### config.mk
export PLATFORM = sky130hd
export DESIGN_NAME = clkdiv_sequencer
export DESIGN_NICKNAME = d
export VERILOG_FILES = /design/src/rtl/clkdiv_seq_pkg.sv /design/src/rtl/clkdiv_seq_table.sv /design/src/rtl/clkdiv_sequencer.sv
export SDC_FILE = /design/constraint.sdc
export NUM_CORES = 1
export LEC_CHECK = 0
export ABC_AREA = 1
export BUFFER_PORTS_ARGS = -buffer_cell sky130_fd_sc_hd__buf_4
export CAP_MARGIN = 20
export CELL_PAD_IN_SITES_DETAIL_PLACEMENT = 0
export CELL_PAD_IN_SITES_GLOBAL_PLACEMENT = 1
export CORE_MARGIN = 2
export CORE_UTILIZATION = 33
export DETAILED_ROUTE_END_ITERATION = 12
export PLACE_DENSITY = 0.59
export SKIP_LAST_GASP = 1
export SLEW_MARGIN = 15
export SYNTH_ARGS = -nofsm -noshare
export SYNTH_HDL_FRONTEND = slang
export SYNTH_SLANG_ARGS = --single-unit
### constraint.sdc
create_clock -name clk_in -period 5.35 [get_ports clk_in]
set_clock_uncertainty 0.1 [all_clocks]
set_input_delay 0.535 -clock clk_in [delete_from_list [all_inputs] [get_ports clk_in]]
set_output_delay 0.535 -clock clk_in [all_outputs]
set_load 0.005 [all_outputs]
### src/rtl/clkdiv_seq_pkg.sv
// Shared types and constants for the clock-divider sequencer.
// The state encoding and LOAD hold time are used by the top-level controller.
package clkdiv_seq_pkg;

    typedef enum logic [1:0] {
        IDLE,
        LOAD,
        RUN,
        NEXT
    } state_t;

    localparam int LOAD_CYCLES   = 2;
    localparam int DEF_WIDTH     = 8;
    localparam int DEF_DEPTH     = 4;
    localparam int DEF_DWELL_W   = 16;

    typedef struct packed {
        logic [DEF_WIDTH-1:0]   scale;
        logic [DEF_DWELL_W-1:0] dwell;
    } entry_t;

endpackage

### src/rtl/clkdiv_seq_table.sv
// Register file of (scale, dwell) entries: one synchronous write port and
// one asynchronous read port. Contents are deliberately not reset.
module clkdiv_seq_table
    import clkdiv_seq_pkg::*;
#(
    parameter int WIDTH   = DEF_WIDTH,
    parameter int DEPTH   = DEF_DEPTH,
    parameter int DWELL_W = DEF_DWELL_W,
    parameter int AW      = $clog2(DEPTH)
) (
    input  logic               clk_in,
    input  logic               we_i,
    input  logic [AW-1:0]      waddr_i,
    input  logic [WIDTH-1:0]   wscale_i,
    input  logic [DWELL_W-1:0] wdwell_i,
    input  logic [AW-1:0]      raddr_i,
    output logic [WIDTH-1:0]   rscale_o,
    output logic [DWELL_W-1:0] rdwell_o
);

    logic [WIDTH-1:0]   scaleMem_q [DEPTH];
    logic [DWELL_W-1:0] dwellMem_q [DEPTH];

    always_ff @(posedge clk_in) begin
        if (we_i) begin
            scaleMem_q[waddr_i] <= wscale_i;
            dwellMem_q[waddr_i] <= wdwell_i;
        end
    end

    assign rscale_o = scaleMem_q[raddr_i];
    assign rdwell_o = dwellMem_q[raddr_i];

endmodule

### src/rtl/clkdiv_sequencer.sv
// Steps an external clock divider through a table of (scale, dwell) entries,
// holding it in reset while a new scale is applied, then counting its edges.
module clkdiv_sequencer
    import clkdiv_seq_pkg::*;
#(
    parameter int WIDTH   = DEF_WIDTH,
    parameter int DEPTH   = DEF_DEPTH,
    parameter int DWELL_W = DEF_DWELL_W,
    parameter int AW      = $clog2(DEPTH)
) (
    input  logic               clk_in,
    input  logic               nrst,
    input  logic               cfg_we,
    input  logic [AW-1:0]      cfg_addr,
    input  logic [WIDTH-1:0]   cfg_scale,
    input  logic [DWELL_W-1:0] cfg_dwell,
    input  logic [AW-1:0]      num_last,
    input  logic               loop_en,
    input  logic               start,
    input  logic               stop,
    input  logic               div_clk,
    output logic [WIDTH-1:0]   div_scale,
    output logic               div_nrst,
    output logic               busy,
    output logic [AW-1:0]      cur_idx,
    output logic               done
);

    localparam int LCW = (LOAD_CYCLES > 1) ? $clog2(LOAD_CYCLES) : 1;

    state_t             state_q;
    logic [WIDTH-1:0]   divScale_q;
    logic               divNrst_q;
    logic               busy_q;
    logic               done_q;
    logic [AW-1:0]      curIdx_q;
    logic [AW-1:0]      curIdx_d;
    logic [AW-1:0]      numLast_q;
    logic               divClk_q;
    logic [DWELL_W-1:0] dwellCnt_q;
    logic [LCW-1:0]     loadCnt_q;

    logic [WIDTH-1:0]   rdScale;
    logic [DWELL_W-1:0] rdDwell;
    logic [DWELL_W-1:0] effDwell;
    logic               rise;
    logic               inc;
    logic               lastCount;
    logic               finalEntry;

    // The table is read at the next index so the new scale lands on the same
    // edge that enters LOAD.
    always_comb begin
        curIdx_d = curIdx_q;
        case (state_q)
            IDLE: if (start && !stop) curIdx_d = '0;
            NEXT: if (!stop) begin
                if (curIdx_q != numLast_q) curIdx_d = curIdx_q + AW'(1);
                else if (!done_q)          curIdx_d = '0;
            end
            default: curIdx_d = curIdx_q;
        endcase
    end

    clkdiv_seq_table #(
        .WIDTH   (WIDTH),
        .DEPTH   (DEPTH),
        .DWELL_W (DWELL_W),
        .AW      (AW)
    ) u_table (
        .clk_in   (clk_in),
        .we_i     (cfg_we && (state_q == IDLE)),
        .waddr_i  (cfg_addr),
        .wscale_i (cfg_scale),
        .wdwell_i (cfg_dwell),
        .raddr_i  (curIdx_d),
        .rscale_o (rdScale),
        .rdwell_o (rdDwell)
    );

    assign rise       = div_clk & ~divClk_q;
    assign inc        = (divScale_q != '0) ? rise : 1'b1;
    assign effDwell   = (rdDwell == '0) ? DWELL_W'(1) : rdDwell;
    assign lastCount  = (dwellCnt_q >= effDwell - DWELL_W'(1));
    assign finalEntry = (curIdx_q == numLast_q) && !loop_en;

    // done is raised on entry to NEXT and also tells NEXT whether to stop.
    always_ff @(posedge clk_in) begin
        if (!nrst) begin
            state_q    <= IDLE;
            divScale_q <= '0;
            divNrst_q  <= 1'b0;
            busy_q     <= 1'b0;
            done_q     <= 1'b0;
            curIdx_q   <= '0;
            numLast_q  <= '0;
            divClk_q   <= 1'b0;
            dwellCnt_q <= '0;
            loadCnt_q  <= '0;
        end else begin
            divClk_q <= div_clk;
            done_q   <= 1'b0;
            curIdx_q <= curIdx_d;
            case (state_q)
                IDLE: begin
                    divNrst_q <= 1'b0;
                    if (start && !stop) begin
                        numLast_q  <= num_last;
                        divScale_q <= rdScale;
                        loadCnt_q  <= '0;
                        busy_q     <= 1'b1;
                        state_q    <= LOAD;
                    end
                end
                LOAD: begin
                    dwellCnt_q <= '0;
                    if (stop) begin
                        busy_q  <= 1'b0;
                        state_q <= IDLE;
                    end else if (loadCnt_q == LCW'(LOAD_CYCLES - 1)) begin
                        divNrst_q <= 1'b1;
                        state_q   <= RUN;
                    end else begin
                        loadCnt_q <= loadCnt_q + LCW'(1);
                    end
                end
                RUN: begin
                    if (stop) begin
                        divNrst_q <= 1'b0;
                        busy_q    <= 1'b0;
                        state_q   <= IDLE;
                    end else if (inc) begin
                        if (lastCount) begin
                            divNrst_q <= 1'b0;
                            done_q    <= finalEntry;
                            state_q   <= NEXT;
                        end else if (dwellCnt_q != '1) begin
                            dwellCnt_q <= dwellCnt_q + DWELL_W'(1);
                        end
                    end
                end
                NEXT: begin
                    if (stop) begin
                        busy_q  <= 1'b0;
                        state_q <= IDLE;
                    end else if ((curIdx_q != numLast_q) || !done_q) begin
                        divScale_q <= rdScale;
                        loadCnt_q  <= '0;
                        state_q    <= LOAD;
                    end else begin
                        busy_q  <= 1'b0;
                        state_q <= IDLE;
                    end
                end
                default: state_q <= IDLE;
            endcase
        end
    end

    assign div_scale = divScale_q;
    assign div_nrst  = divNrst_q;
    assign busy      = busy_q;
    assign cur_idx   = curIdx_q;
    assign done      = done_q;

endmodule

# ---- Word-level counts from Yosys, hierarchy flattened
# Memories as Yosys holds them, arrays and structs flattened.
# Index checks and enable logic that the tools add are counted.
# W data, S select, Z words.
dict set report word_totals {
  memories 2
  reg_bits 35
  input_bits 35
  mem_bits_rw 96
  elab_cells 110
}
# memory depth width read_ports rd_ports_with_merged_regs wr line_no
set memory_table {}
lappend memory_table {u_table.dwellMem_q 4 16 1 0 1 clkdiv_seq_table.sv:22} ;# logic [DWELL_W-1:0] dwellMem_q [DEPTH];
lappend memory_table {u_table.scaleMem_q 4 8 1 0 1 clkdiv_seq_table.sv:21} ;# logic [WIDTH-1:0] scaleMem_q [DEPTH];
dict set report classes {
  eq_ne 20
  n_reduce_logical 23
  n_mux 44
  n_addsub 4
  n_lt_le_gt_ge 1
  n_bitwise 6
}
# cell n
set op_table {}
lappend op_table {{$mux W16} 5}
lappend op_table {{$pmux W16 S2} 1}
lappend op_table {{$mux W8} 3}
lappend op_table {{$mux W2} 10}
lappend op_table {{$mux W1} 19}
lappend op_table {{$add A16 B1 Y16 const B} 1}
lappend op_table {{$ge A16 B16 Y1} 1}
lappend op_table {{$logic_not A16 Y1} 1}
lappend op_table {{$ne A16 B16 Y1 const B} 1}
lappend op_table {{$ne A2 B2 Y1 const B} 8}
lappend op_table {{$pmux W8 S2} 1}
lappend op_table {{$sub A16 B1 Y16 const B} 1}
lappend op_table {{$reduce_and A5 Y1} 3}
lappend op_table {{$ne A3 B3 Y1 const B} 4}
lappend op_table {{$pmux W1 S3} 3}
lappend op_table {{$pmux W2 S4} 1}
lappend op_table {{$reduce_and A4 Y1} 2}
lappend op_table {{$reduce_bool A8 Y1} 1}
lappend op_table {{$reduce_bool A3 Y1} 2}
lappend op_table {{$not A1 Y1} 5}
lappend op_table {{$reduce_or A5 Y1} 1}
lappend op_table {{$eq A2 B2 Y1 const B} 2}
lappend op_table {{$ne A2 B1 Y1 const B} 2}
lappend op_table {{$pmux W2 S2} 1}
lappend op_table {{14 further kinds} 19}

# ---- Logic depth before layout (Yosys ltp)
# Gate-level depths: netlist (run 1).
# An unclocked memory read counts as a cell.
dict set report logic_depth {
  ltp_word 13
  mapped_depth 36
  depth_no_buf 35
}

# ---- By module
# Synthesis (run 1) repeated with hierarchy kept, for this count alone.
dict set report hier_totals {
  cells_unflattened 834
  area_unflattened_um2 6904.1
}
# mod cells_each area_per_inst_um2 instances seq_area_each_um2
set by_module_without_submodules {}
lappend by_module_without_submodules {clkdiv_seq_table 384 4057.6 1 2882.8}
lappend by_module_without_submodules {clkdiv_sequencer 450 2846.5 1 700.7}

# ---- Worst setup path after synthesis (run 1)
# Ideal clock, no wire load.
dict set report synth_timing {
  kind {register to register}
  startpoint {register state_q[0]}
  endpoint {register divNrst_q (netlist: div_nrst)}
  setup_time_ns 0.115
  path_slack_ns 1.013
  required_time_ns 5.135
  arrival_time_ns 4.122
  stages_incl_launch_ff 28
  path_cell_list {dfxtp_1 inv_1 ha_1 nor2_1 nand3_1 o21ai_1 inv_1 nor2_2 buf_4 nand3_1 nand2_1 nor2_1 nand2_1 nor2_2 a21oi_1 ha_1 nand3_1 nor2_2 nand3_1 xor2_1 ha_1 nand2_1 a21oi_1 a211oi_1 a21boi_0 nand2_1 a21oi_1 nor2_1}
}
dict set report synth_via {
  elab_chain_len 9
  word_cells_on_any_way 17
}
# element line_no
set synth_lines {}
lappend synth_lines {{start, declared} clkdiv_sequencer.sv:31} ;# state_t state_q;
lappend synth_lines {{start signal, assigned} clkdiv_sequencer.sv:90} ;# state_q <= IDLE;
lappend synth_lines {{start signal, assigned} clkdiv_sequencer.sv:112} ;# state_q <= LOAD;
lappend synth_lines {{start signal, assigned} clkdiv_sequencer.sv:119} ;# state_q <= IDLE;
lappend synth_lines {{$eq A2 B2 Y1 or $logic_not A2 Y1 (tied branches)} {clkdiv_sequencer.sv:55, clkdiv_sequencer.sv:104}}
lappend synth_lines {{$pmux W2 S2} clkdiv_sequencer.sv:55} ;# case (state_q)
lappend synth_lines {{$mem_v2 Z4 W16} n/a}
lappend synth_lines {{$logic_not A16 Y1} clkdiv_sequencer.sv:83} ;# assign effDwell = (rdDwell == '0) ? DWELL_W'(1) : rdDwell;
lappend synth_lines {{$mux W16} clkdiv_sequencer.sv:83}
lappend synth_lines {{$sub A16 B1 Y16} clkdiv_sequencer.sv:84} ;# assign lastCount = (dwellCnt_q >= effDwell - DWELL_W'(1));
lappend synth_lines {{$ge A16 B16 Y1} clkdiv_sequencer.sv:84}
lappend synth_lines {{$ne A3 B3 Y1 (no source line)} n/a}
lappend synth_lines {{$reduce_and A5 Y1 (no source line)} n/a}
lappend synth_lines {{end signal, assigned} clkdiv_sequencer.sv:92} ;# divNrst_q <= 1'b0;
lappend synth_lines {{end signal, assigned} clkdiv_sequencer.sv:106} ;# divNrst_q <= 1'b0;
lappend synth_lines {{end signal, assigned} clkdiv_sequencer.sv:121} ;# divNrst_q <= 1'b1;
lappend synth_lines {{end, declared} clkdiv_sequencer.sv:33} ;# logic divNrst_q;
# Parallel ways exist; a longest one is shown, timed or not.
# A chain may end at the register's enable or synchronous reset.

# ---- Worst setup path after layout (run 1)
# Ends and elaborated chain as after synthesis.

==> metrics.txt, run 1 <==
Tmin final 4.87 ns; worst vdd ir between 200 and 250 uV; FMAX 205 MHz; CP Capture Type register; synthesized area about 0.0067 mm^2; most used cell, CP nand2_1; first-pass GRT wire length between 20,000 and 30,000 um; ys flop type edfxtp_1; die height about 150 um; Fillers 2,017; Max-Cap Viols 0; CTS Buffer Depth 2; Reg power frac 41.0%; CTS buffer count 17; vias post-DR around 5k; pin count of the biggest net entering global routing 34; Max-slew headroom about 43%; Setup WS pre-CTS between 0.3 and 0.4 ns; row cnt 51; crit path from state_q[0]; DIE AREA approximately 0.021 mm^2; worst slew pin tran about 0.86 ns; setup TNS 0 ns; initial antenna violation count 0; cells after synthesis about 740; antenna violation net count after detailed routing 0; Avg Cell Area, Syn between 9 and 10 um^2; DPL Wire Length about 11,000 um; Vias/cell between 4 and 5; Syn Nets 796; switch share 30.6%; clock power share ~38%; H-tree depth 4; clock latency on the worst-skew pair about 0.42 ns; Die Wd 146 um; Setup-failing EPs final 0; Sink Count between 100 and 150; Core ar. 0.0197 mm^2; Crit path largest cell delay 0.34 ns; worst r2r src state_q[0]; wire per inst about 15 um; Starting DRT DRC Count ~280; GR Util All Layers between 10% and 20%; CP Data Required Time approximately 5.6 ns; multi-input logic area roughly 0.0026 mm^2; part of the cycle the worst path needs 91.0%; CTS clk-pin slew, worst paths approximately 0.060 ns; final hold vios 0; share of layout cells above drive strength 1 about 14%; total gr overflow 0; #FFs+latches synth ~130; Pre-antenna DRT Iters 5; residual DRC count 0; starting density of the core approximately 34%; sequential fraction of the synthesis area about 54%; Port-buffer cells 47; Root Driver clkbuf_16; drt total wl 15,900 um; slowest stage cell, crit path dfxtp_1; nets between 800 and 900; CTS tree done; warnings from Yosys 0; Leakage Power ~3.3 nW; Pint ~2.1 mW; GPL Wtd Cong slightly above 0.8; max-slew violations 0; HP Start div_clk; Register Area ~0.0036 mm^2; antenna fix cells 0; P_sw just over 0.9 mW; status finished clean; vias in the first global route 5,011; Final WS setup approximately 0.48 ns; ys async rst share 0%; worst path arrival time ~5.1 ns; Worst setup SP type register; Gate power share a little over a fifth; cell area power density ~380 mW/mm^2; Ports 48; Post-synth EDFFs 96; Yosys cell types 39; Max FO, Critical Path 33; Syn-to-layout area delta 19.7%; RSZ-0062 raised after global routing no; Setup Crit Path Kind reg2reg; HP Class in2reg
[registers in the layout (all words and copies together) (netlist names)]
signal,cells
busy,1
cur_idx,2
divClk_q,1
div_nrst,1
div_scale,8
done,1
dwellCnt_q,16
loadCnt_q,1
numLast_q,2
state_q,2
u_table.dwellMem_q,64
u_table.scaleMem_q,32
[final cells by class]
type                            count  share of cell area [%]
Sequential cell                   131                    44.9
Multi-Input combinational cell    474                    32.4
Timing Repair Buffer               64                    6.12
Clock buffer                       17                    5.34
Inverter                          109                    5.13
Tap cell                          265                    4.16
Clock inverter                     14                    1.93
[what timing repair did]
item,CTS,global route
gates resized for setup,0,4
endpoints found under the setup margin,0,18
hold buffers,0,0
setup buffers,0,1
[Yosys cell counts, drive strengths merged (13+ instances only)]
cell type,number,area [um^2]
nand2,142,551
inv,109,409
edfxtp,96,2880
nor2,73,289
nand3,71,368
a21oi,41,220
dfxtp,35,701
o21ai,35,179
nand3b,24,180
ha,23,288
xor2,16,140
clkbuf,14,52.6
nand4,13,81.3
[metrics by stage]
step                      total power, mW  std cells  instance area, um^2  hold slack (ns)  utilization, %
after detailed placement             1.92       1042                 7370            0.368            37.5
after global routing                 3.24       1074                 7970            0.190            40.6
after CTS                            3.09       1073                 7950            0.189            40.5
after global placement               1.91       1042                 7370            0.362            37.5
final                                3.06       1074                 7970            0.203            40.6
after floorplan                      1.70        738                 6660            0.344               -
[worst max-delay path: cells and delay by family, from the launching register on]
kind / cells / cell delay (ns)
simple gates: 15 / 1.52
compound gates: 7 / 1.00
fa+ha+maj: 3 / 0.80
buf+inv: 4 / 0.75
flops: 1 / 0.34
xor+xnor: 1 / 0.21
[final timing paths]
kind | to | slack, ns | cells past startpoint
setup reg to reg | div_nrst | 0.48 | 30
hold reg to reg | numLast_q[1] | 0.38 | 2
setup / recovery | div_nrst | 0.48 | 30
hold / removal | divClk_q | 0.20 | 3
[power by group through the flow]
stage,clock network [mW],registers (mW),logic [mW]
after floorplan,0,1.27,0.429
after global placement,0,1.28,0.639
after detailed placement,0,1.28,0.646
after CTS,1.18,1.26,0.649
after global routing,1.23,1.27,0.743
final,1.15,1.26,0.656
[cells in the final DEF, fill, tap and decap left out, drive strengths merged]
cell type	instances
o21ai	35
o211ai	2
o22ai	8
dfxtp	35
nor2	73
o31ai	2
nor4	5
bufinv	2
a22oi	1
clkinvlp	1
clkbuf	17
a21boi	1
clkinv	6
inv	114
a311oi	1
edfxtp	96
nand3	71
nand4	13
nand3b	24
nand2	142
a31oi	1
xor2	16
a211oi	1
nor3	6
nor3b	1
xnor2	6
ha	23
buf	64
o21a	1
a21oi	41
[routing by layer]
metal / global-route usage, % / up-vias / part of all wire [%]
met5: 0 / - / 0
met3: 3.41 / 15 / 3.6
met1: 19.8 / 2408 / 48
met4: 5.05 / 0 / 1.4
li1: - / 2591 / -
met2: 25.6 / 89 / 47
[cells by family (layout without fill, tap and decap cells)]
group,Yosys count,after routing,synth area share [%]
simple gates,335,335,23.2
buf+inv,133,204,7.89
flops,131,131,53.8
compound gates,94,94,7.87
fa+ha+maj,23,23,4.32
xor+xnor,22,22,2.89
Power figures use the tool's default switching activity.
==> run 2: changes to the inputs <==
--- a/config.mk
+++ b/config.mk
@@ -13,9 +13,11 @@
 export CORE_MARGIN = 2
 export CORE_UTILIZATION = 33
 export DETAILED_ROUTE_END_ITERATION = 12
-export PLACE_DENSITY = 0.59
+export PLACE_DENSITY = 0.6
+export RECOVER_POWER = 100
 export SKIP_LAST_GASP = 1
 export SLEW_MARGIN = 15
 export SYNTH_ARGS = -nofsm -noshare
 export SYNTH_HDL_FRONTEND = slang
+export SYNTH_HIERARCHICAL = 1
 export SYNTH_SLANG_ARGS = --single-unit
==> metrics.txt, run 2 <==
GR Util All Layers 15.4% (+0.086 points); cells after synthesis 834 (+13%); Largest Register u_table/dwellMem_q; CP Capture Type register; Crit path largest cell delay 0.39 ns (+0.05 ns); Avg Cell Area, Syn 8.28 um^2 (-8.3%); DIE AREA 0.0221 mm^2 (+3.5%); drt total wl 16,400 um (+3.0%); sequential fraction of the synthesis area 51.9% (-1.9 points); Root Driver clkbuf_16; worst vdd ir 207 uV (+0.27%); wire per inst 13.9 um (-5.9%); HP Class in2reg; Yosys cell types 33 (-15%); worst path arrival time 5.10 ns (+0.03 ns); total power 3.60 mW (+17%); ys async rst share 0% (unchanged); Max-Cap Viols 4 (+4); Metal-1 WL 8050 um (+5.2%); Setup Crit Path Kind reg2reg; Sink Count 131 (unchanged); DPL Wire Length 10,900 um (+0.50%); die height 149 um (+1.7%); #FFs+latches synth 131 (unchanged); CTS tree done; RR Endpoint dwellCnt_q[0]; worst slew pin tran 1.76 ns (+0.898 ns); Max-slew headroom -17.1% (-60 points); commonest non-fill, non-tap cell in the layout nand2_1; Worst setup SP type register; residual DRC count 0 (unchanged); dpl cell area 0.00761 mm^2 (+3.2%); setup TNS 0 ns (unchanged); CP Data Required Time 5.55 ns (about the same); Largest register FFs 64 (unchanged); max-slew violations 100 (+100); top-count cell post-synth nand2_1; total gr overflow 0 (unchanged); post-route non-filler standard cell count 1,175 (+9.4%); row cnt 52 (+2.0%); Starting DRT DRC Count 208 (-25%); status finished with violations; biggest area consumer among synthesized cells edfxtp_1; Worst R2R Setup Slack 0.45 ns (-0.03 ns); violated checks capacitance limit, slew limit; final hold vios 0 (unchanged); WL met2 7720 um (+3.3%); Inst Count DP 1,141 (+9.5%); Vias/cell 4.56 (-4.0%); CTS clk-pin slew, worst paths 0.07 ns (about the same); Setup-failing EPs final 0 (unchanged); hold path cells 3 (unchanged); Die Wd 149 um (+1.7%); met3 WL 452 um (-21%); ys flop type edfxtp_1; Max FO, Critical Path 17 (-48%); Ports 48 (unchanged); Setup WS pre-CTS 0.181 ns (-0.131 ns); HP Start div_clk; hold slack 0.222 ns (+0.0181 ns); fin util 39.7% (-0.84 points); H-tree depth 4 (unchanged); vias in the first global route 5,156 (+2.9%); FMAX 204 MHz (-0.68%); CTS Buffer Depth 2 (unchanged); starting density of the core 33.9% (about the same); Worst R2R Path Depth 35 (+17%); highest metal used met4; hold_buf cts 0 (unchanged); Yosys top cell area share 41.8% (-1.5 points); Core ar. 0.0204 mm^2 (+3.6%); antenna violation net count after detailed routing 0 (unchanged); final instance area 0.00809 mm^2 (+1.5%); CTS buffer count 17 (unchanged); top post-synthesis cells by area edfxtp_1 (42%), nand2_1 (12%), dfxtp_1 (10%), inv_1 (8.4%), nand3_1 (6.9%); nets 949 (+11%); cell area power density 444 mW/mm^2 (+16%); Fillers 2,089 (+3.6%); Worst Hold End divClk_q; Post-synth EDFFs 96 (unchanged); vias post-DR 5,362 (+5.1%); initial antenna violation count 0 (unchanged); Syn-to-layout area delta 17.2%; Final WS setup 0.449 ns (-0.0332 ns); Pre-antenna DRT Iters 7 (+2); Synth top cells by count nand2_1 (225), inv_1 (154), edfxtp_1 (96); Syn Nets 891 (+12%); part of the cycle the worst path needs 91.6% (+0.62 points); Leakage Power 3.64 nW (+11%); GPL Wtd Cong 0.781 (-5.5%); share of layout cells above drive strength 1 11.2% (-3.3 points); antenna fix cells 0 (unchanged); clock latency on the worst-skew pair 0.42 ns (about the same); Tmin final 4.90 ns (+0.0332 ns); Port-buffer cells 47 (unchanged); worst r2r src state_q[1]; warnings from Yosys 6 (+6); most frequent cells in the layout nand2_1 (219), inv_1 (154), nand3_1 (103), edfxtp_1 (96), nor2_1 (49); most used cell, CP nand2_1; biggest regs u_table/dwellMem_q: 64 flops, u_table/scaleMem_q: 32 flops, dwellCnt_q: 16 flops; first-pass GRT wire length 26,400 um (+2.7%); pin count of the biggest net entering global routing 39 (+15%); slowest stage cell, crit path dfxtp_1; synthesized area 0.00690 mm^2 (+3.6%)
[run 2: cell types whose count changed after synthesis, moves of 16 or more]
cell and change:
o21ai_0 -25, nand3b_1 -24, nand3_1 +25, inv_1 +48
nor2_1 -16, nand2_1 +86
[run 2: logic make-up after synthesis]
family / after synthesis / synth area share (%)
AND/OR/NAND/NOR: 417 / 26.7
XOR/XNOR: 14 / 1.78
buffers and inverters: 189 / 11.1
adder cells (fa/ha/maj): 22 / 3.99
AO/OA/AOI/OAI: 61 / 4.57
flip-flops: 131 / 51.9
[run 2: area by class of cell]
class / instances / area, um^2 / share of cell area (%)
clock buffers: 17 / 425 / 5.26
flip-flops and latches: 131 / 3580 / 44.3
clock inverters: 15 / 164 / 2.03
repair buffers: 65 / 418 / 5.17
inverters: 163 / 617 / 7.62
well taps: 270 / 338 / 4.18
multi-input cells: 514 / 2540 / 31.5
[run 2: timing repair]
action                     CTS  global route
setup buffers                0             1
setup endpoints to repair    0            20
resized for setup            0            15
hold endpoints to repair     0             0
[run 2: worst max-delay path: cells and delay by family (launching register included)]
| kind | cells | cell delay [ns] |
|---|---|---|
| DFF | 1 | 0.39 |
| and+or+nand+nor | 20 | 2.17 |
| buffers and inverters | 8 | 0.81 |
| AOI/OAI and AO/OA | 3 | 0.45 |
| xor gates and xnor gates | 1 | 0.15 |
| adders and majority gates | 3 | 0.68 |
[run 2: layer usage]
layer | vias up | GRT usage, %
met1 | 2511 | 20.3
met5 | - | 0
li1 | 2773 | -
met2 | 67 | 25.6
met3 | 11 | 3.44
met4 | 0 | 4.29
[run 2: worst max-delay path by stage]
stage                     depth (start not counted)       start  slack, ns            end
final                                            35  state_q[1]       0.45  dwellCnt_q[0]
after global routing                             35  state_q[0]      -0.01  dwellCnt_q[0]
after CTS                                        35  state_q[0]       0.18  dwellCnt_q[0]
after detailed placement                         36        stop       0.18  dwellCnt_q[5]
after global placement                           36        stop       0.32  dwellCnt_q[8]
after floorplan                                  36        stop       0.58  dwellCnt_q[5]
[run 2: power by group]
part / total [mW] / internal [mW] / switching (mW)
Combinational: 1.03 / 0.396 / 0.633
Sequential: 1.41 / 1.26 / 0.150
Clock: 1.15 / 0.660 / 0.494
Total: 3.60 / 2.32 / 1.28
